<file path="src/rtl/id_hazard_ctrl.sv">
`default_nettype none
// +----------------------------------------------------------------------------+
// | id_hazard_ctrl                                                               |
// | ID-stage hazard detection, load-use bubbling and operand bypass selection.  |
// | Rev 1.0 - initial release                                                    |
// +----------------------------------------------------------------------------+
module id_hazard_ctrl (
  input  logic        clk,
  input  logic        rst,
  input  logic        id_valid,
  input  logic        reg_read_en_1,
  input  logic        reg_read_en_2,
  input  logic [4:0]  reg_addr_1,
  input  logic [4:0]  reg_addr_2,
  input  logic        reg_write_en,
  input  logic [4:0]  reg_write_addr,
  input  logic        id_is_load,
  input  logic        mem_stall,
  input  logic        flush,
  output logic        id_ready,
  output logic [1:0]  fwd_sel_1,
  output logic [1:0]  fwd_sel_2,
  output logic        load_use_stall,
  output logic [15:0] stall_cnt
);

  localparam logic [15:0] c_cnt_max = 16'hFFFF;
  localparam logic [1:0]  c_sel_rf  = 2'b00;
  localparam logic [1:0]  c_sel_ex  = 2'b01;
  localparam logic [1:0]  c_sel_mem = 2'b10;
  localparam logic [1:0]  c_sel_wb  = 2'b11;

  // Shadow slots: destination register of each in-flight instruction
  logic       ex_v_q,  ex_v_d;
  logic [4:0] ex_waddr_q, ex_waddr_d;
  logic       ex_ld_q, ex_ld_d;
  logic       mem_v_q, mem_v_d;
  logic [4:0] mem_waddr_q, mem_waddr_d;
  logic       mem_ld_q, mem_ld_d;
  logic       wb_v_q, wb_v_d;
  logic [4:0] wb_waddr_q, wb_waddr_d;
  logic       wb_ld_q, wb_ld_d;
  logic       flush_pend_q, flush_pend_d;
  logic [15:0] stall_cnt_q, stall_cnt_d;

  logic hit1_ex, hit1_mem, hit1_wb;
  logic hit2_ex, hit2_mem, hit2_wb;
  logic flush_eff;
  logic issue;

  function automatic logic port_hit(
    input logic       en,
    input logic [4:0] addr,
    input logic       slot_v,
    input logic [4:0] slot_waddr
  );
    return en && (addr != 5'd0) && slot_v && (slot_waddr == addr);
  endfunction

  always_comb begin
    hit1_ex  = port_hit(reg_read_en_1, reg_addr_1, ex_v_q,  ex_waddr_q);
    hit1_mem = port_hit(reg_read_en_1, reg_addr_1, mem_v_q, mem_waddr_q);
    hit1_wb  = port_hit(reg_read_en_1, reg_addr_1, wb_v_q,  wb_waddr_q);
    hit2_ex  = port_hit(reg_read_en_2, reg_addr_2, ex_v_q,  ex_waddr_q);
    hit2_mem = port_hit(reg_read_en_2, reg_addr_2, mem_v_q, mem_waddr_q);
    hit2_wb  = port_hit(reg_read_en_2, reg_addr_2, wb_v_q,  wb_waddr_q);
  end

  // Youngest producer wins so the most recent value is bypassed
  always_comb begin
    fwd_sel_1 = c_sel_rf;
    if (hit1_ex)       fwd_sel_1 = c_sel_ex;
    else if (hit1_mem) fwd_sel_1 = c_sel_mem;
    else if (hit1_wb)  fwd_sel_1 = c_sel_wb;

    fwd_sel_2 = c_sel_rf;
    if (hit2_ex)       fwd_sel_2 = c_sel_ex;
    else if (hit2_mem) fwd_sel_2 = c_sel_mem;
    else if (hit2_wb)  fwd_sel_2 = c_sel_wb;
  end

  // A load result is not available from EX, so any EX hit on a load stalls
  always_comb begin
    load_use_stall = id_valid && ex_ld_q && (hit1_ex || hit2_ex);
    id_ready       = !mem_stall && !load_use_stall;
    flush_eff      = flush || flush_pend_q;
    issue          = id_valid && id_ready && !flush_eff;
  end

  always_comb begin
    ex_v_d       = ex_v_q;
    ex_waddr_d   = ex_waddr_q;
    ex_ld_d      = ex_ld_q;
    mem_v_d      = mem_v_q;
    mem_waddr_d  = mem_waddr_q;
    mem_ld_d     = mem_ld_q;
    wb_v_d       = wb_v_q;
    wb_waddr_d   = wb_waddr_q;
    wb_ld_d      = wb_ld_q;
    flush_pend_d = flush_pend_q;

    if (mem_stall) begin
      // Frozen pipeline: remember a flush until the edge that can honour it
      flush_pend_d = flush_pend_q || flush;
    end else begin
      wb_v_d       = mem_v_q;
      wb_waddr_d   = mem_waddr_q;
      wb_ld_d      = mem_ld_q;
      mem_v_d      = ex_v_q;
      mem_waddr_d  = ex_waddr_q;
      mem_ld_d     = ex_ld_q;
      flush_pend_d = 1'b0;
      if (issue) begin
        ex_v_d     = reg_write_en && (reg_write_addr != 5'd0);
        ex_waddr_d = reg_write_addr;
        ex_ld_d    = id_is_load;
      end else begin
        ex_v_d     = 1'b0;
        ex_waddr_d = 5'd0;
        ex_ld_d    = 1'b0;
      end
    end
  end

  always_comb begin
    stall_cnt_d = stall_cnt_q;
    if (id_valid && !id_ready && (stall_cnt_q != c_cnt_max)) begin
      stall_cnt_d = stall_cnt_q + 16'd1;
    end
  end

  always_ff @(posedge clk or posedge rst) begin
    if (rst) begin
      ex_v_q       <= 1'b0;
      ex_waddr_q   <= 5'd0;
      ex_ld_q      <= 1'b0;
      mem_v_q      <= 1'b0;
      mem_waddr_q  <= 5'd0;
      mem_ld_q     <= 1'b0;
      wb_v_q       <= 1'b0;
      wb_waddr_q   <= 5'd0;
      wb_ld_q      <= 1'b0;
      flush_pend_q <= 1'b0;
      stall_cnt_q  <= 16'd0;
    end else begin
      ex_v_q       <= ex_v_d;
      ex_waddr_q   <= ex_waddr_d;
      ex_ld_q      <= ex_ld_d;
      mem_v_q      <= mem_v_d;
      mem_waddr_q  <= mem_waddr_d;
      mem_ld_q     <= mem_ld_d;
      wb_v_q       <= wb_v_d;
      wb_waddr_q   <= wb_waddr_d;
      wb_ld_q      <= wb_ld_d;
      flush_pend_q <= flush_pend_d;
      stall_cnt_q  <= stall_cnt_d;
    end
  end

  assign stall_cnt = stall_cnt_q;

endmodule
`default_nettype wire

</file>
<file path="config.mk">
export PLATFORM = sky130hd
export DESIGN_NAME = id_hazard_ctrl
export DESIGN_NICKNAME = d
export VERILOG_FILES = /design/src/rtl/id_hazard_ctrl.sv
export SDC_FILE = /design/constraint.sdc
export NUM_CORES = 1
export LEC_CHECK = 0
export BUFFER_PORTS_ARGS = -buffer_cell sky130_fd_sc_hd__buf_2
export CELL_PAD_IN_SITES_DETAIL_PLACEMENT = 1
export CELL_PAD_IN_SITES_GLOBAL_PLACEMENT = 1
export CORE_ASPECT_RATIO = 1.1
export CORE_MARGIN = 2
export CORE_UTILIZATION = 30
export CTS_BUF_LIST = sky130_fd_sc_hd__clkbuf_8
export DETAILED_ROUTE_END_ITERATION = 6
export GPL_ROUTABILITY_DRIVEN = 1
export PLACE_DENSITY = 0.65
export SLEW_MARGIN = 25
export SYNTH_ARGS = -nofsm -noshare
export SYNTH_HDL_FRONTEND = slang
export SYNTH_SLANG_ARGS = --single-unit
</file>
<file path="constraint.sdc">
create_clock -name clk -period 4.4 [get_ports clk]
set_input_delay 0 -clock clk [delete_from_list [all_inputs] [get_ports clk]]
set_output_delay 0 -clock clk [all_outputs]
set_load 0.05 [all_outputs]
</file>
# Yosys cells after proc, flatten, opt, wreduce, memory -nomap -nowiden
# Cells that the tools add are included.
# op_classes
n_eq_ne	7
add_sub_neg	1
mux	10
reduce_logical	31
# ops
operator	n
equality test 5 bit	6
logical AND 1 bit	22
adder 16 x 1 -> 16 bit (second input constant)	1
!= test 16 bit (second input constant)	1
nonzero test 5 bit	3
2-to-1 mux 2 bit	6
2-to-1 mux 5 bit	1
zero test 1 bit	4
2-to-1 mux 1 bit	3
logical OR 1 bit	2
# totals
out_inout_bits	22
in_bits	24
ff_bits	36
elab_cells	58

# Logic depth before layout (Yosys ltp)
# logic_depth
depth_word	11
mapped_depth	7
ltp_nobuf	6

# Worst setup path after synthesis
# Ideal clock, no wire load.
# synth_path
path_type	flip-flop to flip-flop
from	register stall_cnt_q[0] (netlist: stall_cnt[0])
to	register stall_cnt_q[3] (netlist: stall_cnt[3])
arrival_time_ps	2010
required_ps	4258
n_path_buf	1
setup_ps	142
period_less_slack_ps	2152
setup_slack_ps	2248
stages_incl_launch_ff	8
path_cell_list	dfrtp_1 ha_1 and3_1 a41o_1 a31oi_4 buf_6 nand4_1 xnor2_1
# synth_between
elab_chain_cells	2
elab_cells_between_ends	3
classes_between	1 x add/sub; 1 x eq/ne; 1 x reduce/logical
# synth_lines
item	line_no	rtl
start: declaration	44	logic [15:0] stall_cnt_q, stall_cnt_d;
start signal: assignment	156	stall_cnt_q <= stall_cnt_d;
parallel branches: the longest is 2 deep, another holds adder 16 x 1 -> 16 bit	n/a	
# Parallel ways; which one is timed is not known.
# A chain may end at the register's enable or synchronous reset.

# Final worst setup path
# layout_path
from	register ex_waddr_q[1]
to	output id_ready
# layout_between
elab_chain_cells	6
elab_cells_between_ends	8
classes_between	2 x eq/ne; 6 x reduce/logical
# layout_lines
item	line_no	rtl
start: declaration	35	logic [4:0] ex_waddr_q, ex_waddr_d;
start signal: assignment	147	ex_waddr_q <= ex_waddr_d;
equality test 5 bit	57	return en && (addr != 5'd0) && slot_v && (slot_waddr == addr);
logical AND 1 bit	57	
logical OR 1 bit (*)	84	load_use_stall = id_valid && ex_ld_q && (hit1_ex || hit2_ex);
logical AND 1 bit (*)	84	
zero test 1 bit (*)	85	id_ready = !mem_stall && !load_use_stall;
logical AND 1 bit (*)	85	
end: declaration	20	output logic id_ready,
# Mark *: on every way between the ends. The rest lies on a longest branch, timed or not.

==> impl_metrics.env <==
export IMPL_power_uw=895
export IMPL_grt_usage_pct=14.1
export IMPL_numPortBuffers=45
export IMPL_place_area_sq_um=2320
export IMPL_synth_edf_count=0
export IMPL_grt_start_max_net_pins=37
export IMPL_drive_above_1_share_pct=35.7
export IMPL_status="finished, final reports clean"
export IMPL_synth_warnings=0
export IMPL_synth_seq_cells=36
export IMPL_gr_total_overflow=0
export IMPL_synthToLayoutAreaGrowth_pct=24.4
export IMPL_end_kind="primary output"
export IMPL_worstMarginPinSlew_ns=0.555
export IMPL_ys_top_cells_by_area="dfrtp_1, xnor2_1, xor2_1, mux2_2, a22o_1"
export IMPL_synthArstFlopShare_pct=100
export IMPL_yosysTopAreaCell="dfrtp_1"
export IMPL_cts_sinks=36
export IMPL_grt_pass1_vias=1547
export IMPL_setup_viol_count_final=0
export IMPL_slew_headroom_pct=63.0
export IMPL_synth_top_area_share_pct=44.9
export IMPL_root_buffer="clkbuf_8"
export IMPL_antenna_found_initial=0
export IMPL_cts_repair_resized=0
export IMPL_hold_violations=0
export IMPL_min_period_over_period_pct=50.8
export IMPL_fin_cells=306
export IMPL_vias=1507
export IMPL_synth_nets=192
export IMPL_first_pass_iters=4
export IMPL_drc=0
export IMPL_layout_nets=249
export IMPL_post_route_min_period_ns=2.23
export IMPL_synth_area_sq_um=2010
export IMPL_n_fill_cell=726
export IMPL_arrival_ns=2.23
export IMPL_cp_data_required_time_ns=4.40
export IMPL_via_per_inst=4.92
export IMPL_syn_avg_cell_area_sq_um=12.0
export IMPL_cts_buffers=5
export IMPL_synth_cell_types=34
export IMPL_clkTransAtPathRegs_ns=0.08
export IMPL_fp_dieH_um=89.8
export IMPL_wire_per_inst_um=15.4
export IMPL_final_util_pct=38.3
export IMPL_finalClockSkew_ns=0.0100
export IMPL_dieArea_sq_um=7360
export IMPL_maxCapViolCount=0
export IMPL_dp_cells=291
export IMPL_power_share_clock_pct=29.0
export IMPL_detailedPlace_worstSlack_ns=2.21
export IMPL_diodes=0
export IMPL_dp_hpwl_um=3580
export IMPL_intPower_uw=583
export IMPL_critPathKind="register to primary output"
export IMPL_postSynthCellCount=167
export IMPL_rsz0062_at_grt="no"
export IMPL_ys_flop_type="dfrtp_1"
export IMPL_layout_setup_ws_ns=2.17
export IMPL_htreeDepth=2
export IMPL_design_area_sq_um=2500
export IMPL_ant_nets=0
export IMPL_drtIter0Drc=41
export IMPL_io_pins=46
export IMPL_yosysSeqAreaShare_pct=44.9
export IMPL_p_comb_share_pct=25.2
export IMPL_fmax_mhz=448
export IMPL_crit_path_start_kind="register"
export IMPL_worst_ir_drop_vdd_uv=198
export IMPL_swShare_pct=34.9
export IMPL_start_util_pct=30.8
export IMPL_p_leak_nw=1.19
export IMPL_switchingPower_uw=312
export IMPL_clockBufferDepth=2
export IMPL_routabilityCongestion=0.756
export IMPL_p_per_area_nw_per_um2=359
export IMPL_holdWs_ns=0.0440
export IMPL_grt_pass1_wl_um=7980
export IMPL_cts_tree="yes"
export IMPL_clk_latency_ns=0.29
export IMPL_cts_setup_buffers=0
export IMPL_crit_fanout=4
export IMPL_holdBufCountCts=8
export IMPL_holdCritPathClass="input port to register"
export IMPL_die_width_um=82.0
export IMPL_final_max_slew_viol_count=0
export IMPL_tns_ns=0
export IMPL_coreArea_sq_um=6520
export IMPL_totalWireLength_um=4710
export IMPL_num_rows=31
export IMPL_power_frac_seq_pct=45.7
==> registers in the layout, summed over array words and instances, names as in the netlist <==
signal / cells
ex_waddr_q: 5
wb_v_q: 1
ex_ld_q: 1
stall_cnt: 16
mem_v_q: 1
ex_v_q: 1
mem_waddr_q: 5
flush_pend_q: 1
wb_waddr_q: 5
==> routing by layer <==
layer	track usage, %	up-vias	wire length [um]
li1	-	717	-
met1	20.5	752	2230
met4	4.17	0	59
met2	20.9	32	2240
met3	3.01	6	179
met5	0	-	0
==> Yosys cell counts (3+ instances only) <==
cell type,number
dfrtp_1,36
xnor2_1,28
xor2_1,17
mux2_2,13
nand4_1,9
a22o_1,7
and3_1,6
nand2_1,5
nor2_1,5
clkbuf_1,3
nand3_1,3
o21a_1,3
==> worst paths after layout <==
check                               from             end  slack, ns  depth (start not counted)
min in group asynchronous            rst   wb_waddr_q[3]       0.35                          4
max reg2reg                ex_waddr_q[1]    stall_cnt[1]       2.21                          5
max in group asynchronous            rst  mem_waddr_q[3]       3.72                          4
min reg2reg                 stall_cnt[9]    stall_cnt[9]       0.48                          1
min                         reg_write_en          ex_v_q       0.04                          3
max                        ex_waddr_q[1]        id_ready       2.17                          7
==> power groups by stage <==
stage               Clock [mW]  Combinational [mW]  Sequential, mW
finish                   0.260               0.226           0.410
floorplan                    0              0.0869           0.481
detailed placement           0               0.223           0.417
CTS                      0.271               0.229           0.410
global placement             0               0.220           0.414
global route             0.283               0.245           0.416
==> placed cells by master, fill, tap and decap left out, types with 3 or more instances in the layout <==
cell           count
buf_2             45
dfrtp_1           36
xnor2_1           28
xor2_1            17
mux2_2            13
nand4_1            9
dlygate4sd3_1      8
a22o_1             7
clkbuf_8           7
and3_1             6
nor2_1             5
nand2_1            5
o21a_1             3
nand3_1            3
==> kinds of logic (layout without fill, tap and decap cells) <==
logic type               after synthesis  count (layout)  synth area share [%]
AO/OA/AOI/OAI                         21              21                  10.3
XOR/XNOR                              45              45                  19.6
adder cells (fa/ha/maj)                1               1                 0.623
buffers and inverters                  6              63                  1.50
flip-flops                            36              36                  44.9
multiplexers                          13              13                  7.29
AND/OR/NAND/NOR                       45              45                  15.7
==> final cells by class <==
class | instances | area [sq um] | share of cell area [%]
Multi-Input combinational cell | 125 | 1080 | 43.1
Inverter | 2 | 7.51 | 0.301
Tap cell | 82 | 103 | 4.11
Clock buffer | 7 | 96.3 | 3.86
Timing Repair Buffer | 54 | 313 | 12.5
Sequential cell | 36 | 901 | 36.1
==> critical path: stages, from the launching register on <==
cell and delay (ns):
dfrtp_1 0.43, xor2_1 0.19, nor4_2 0.33, nand4b_2 0.25
a21boi_4 0.28, and2_2 0.19, nor2_1 0.04, buf_2 0.23
Power figures use the tool's default switching activity.
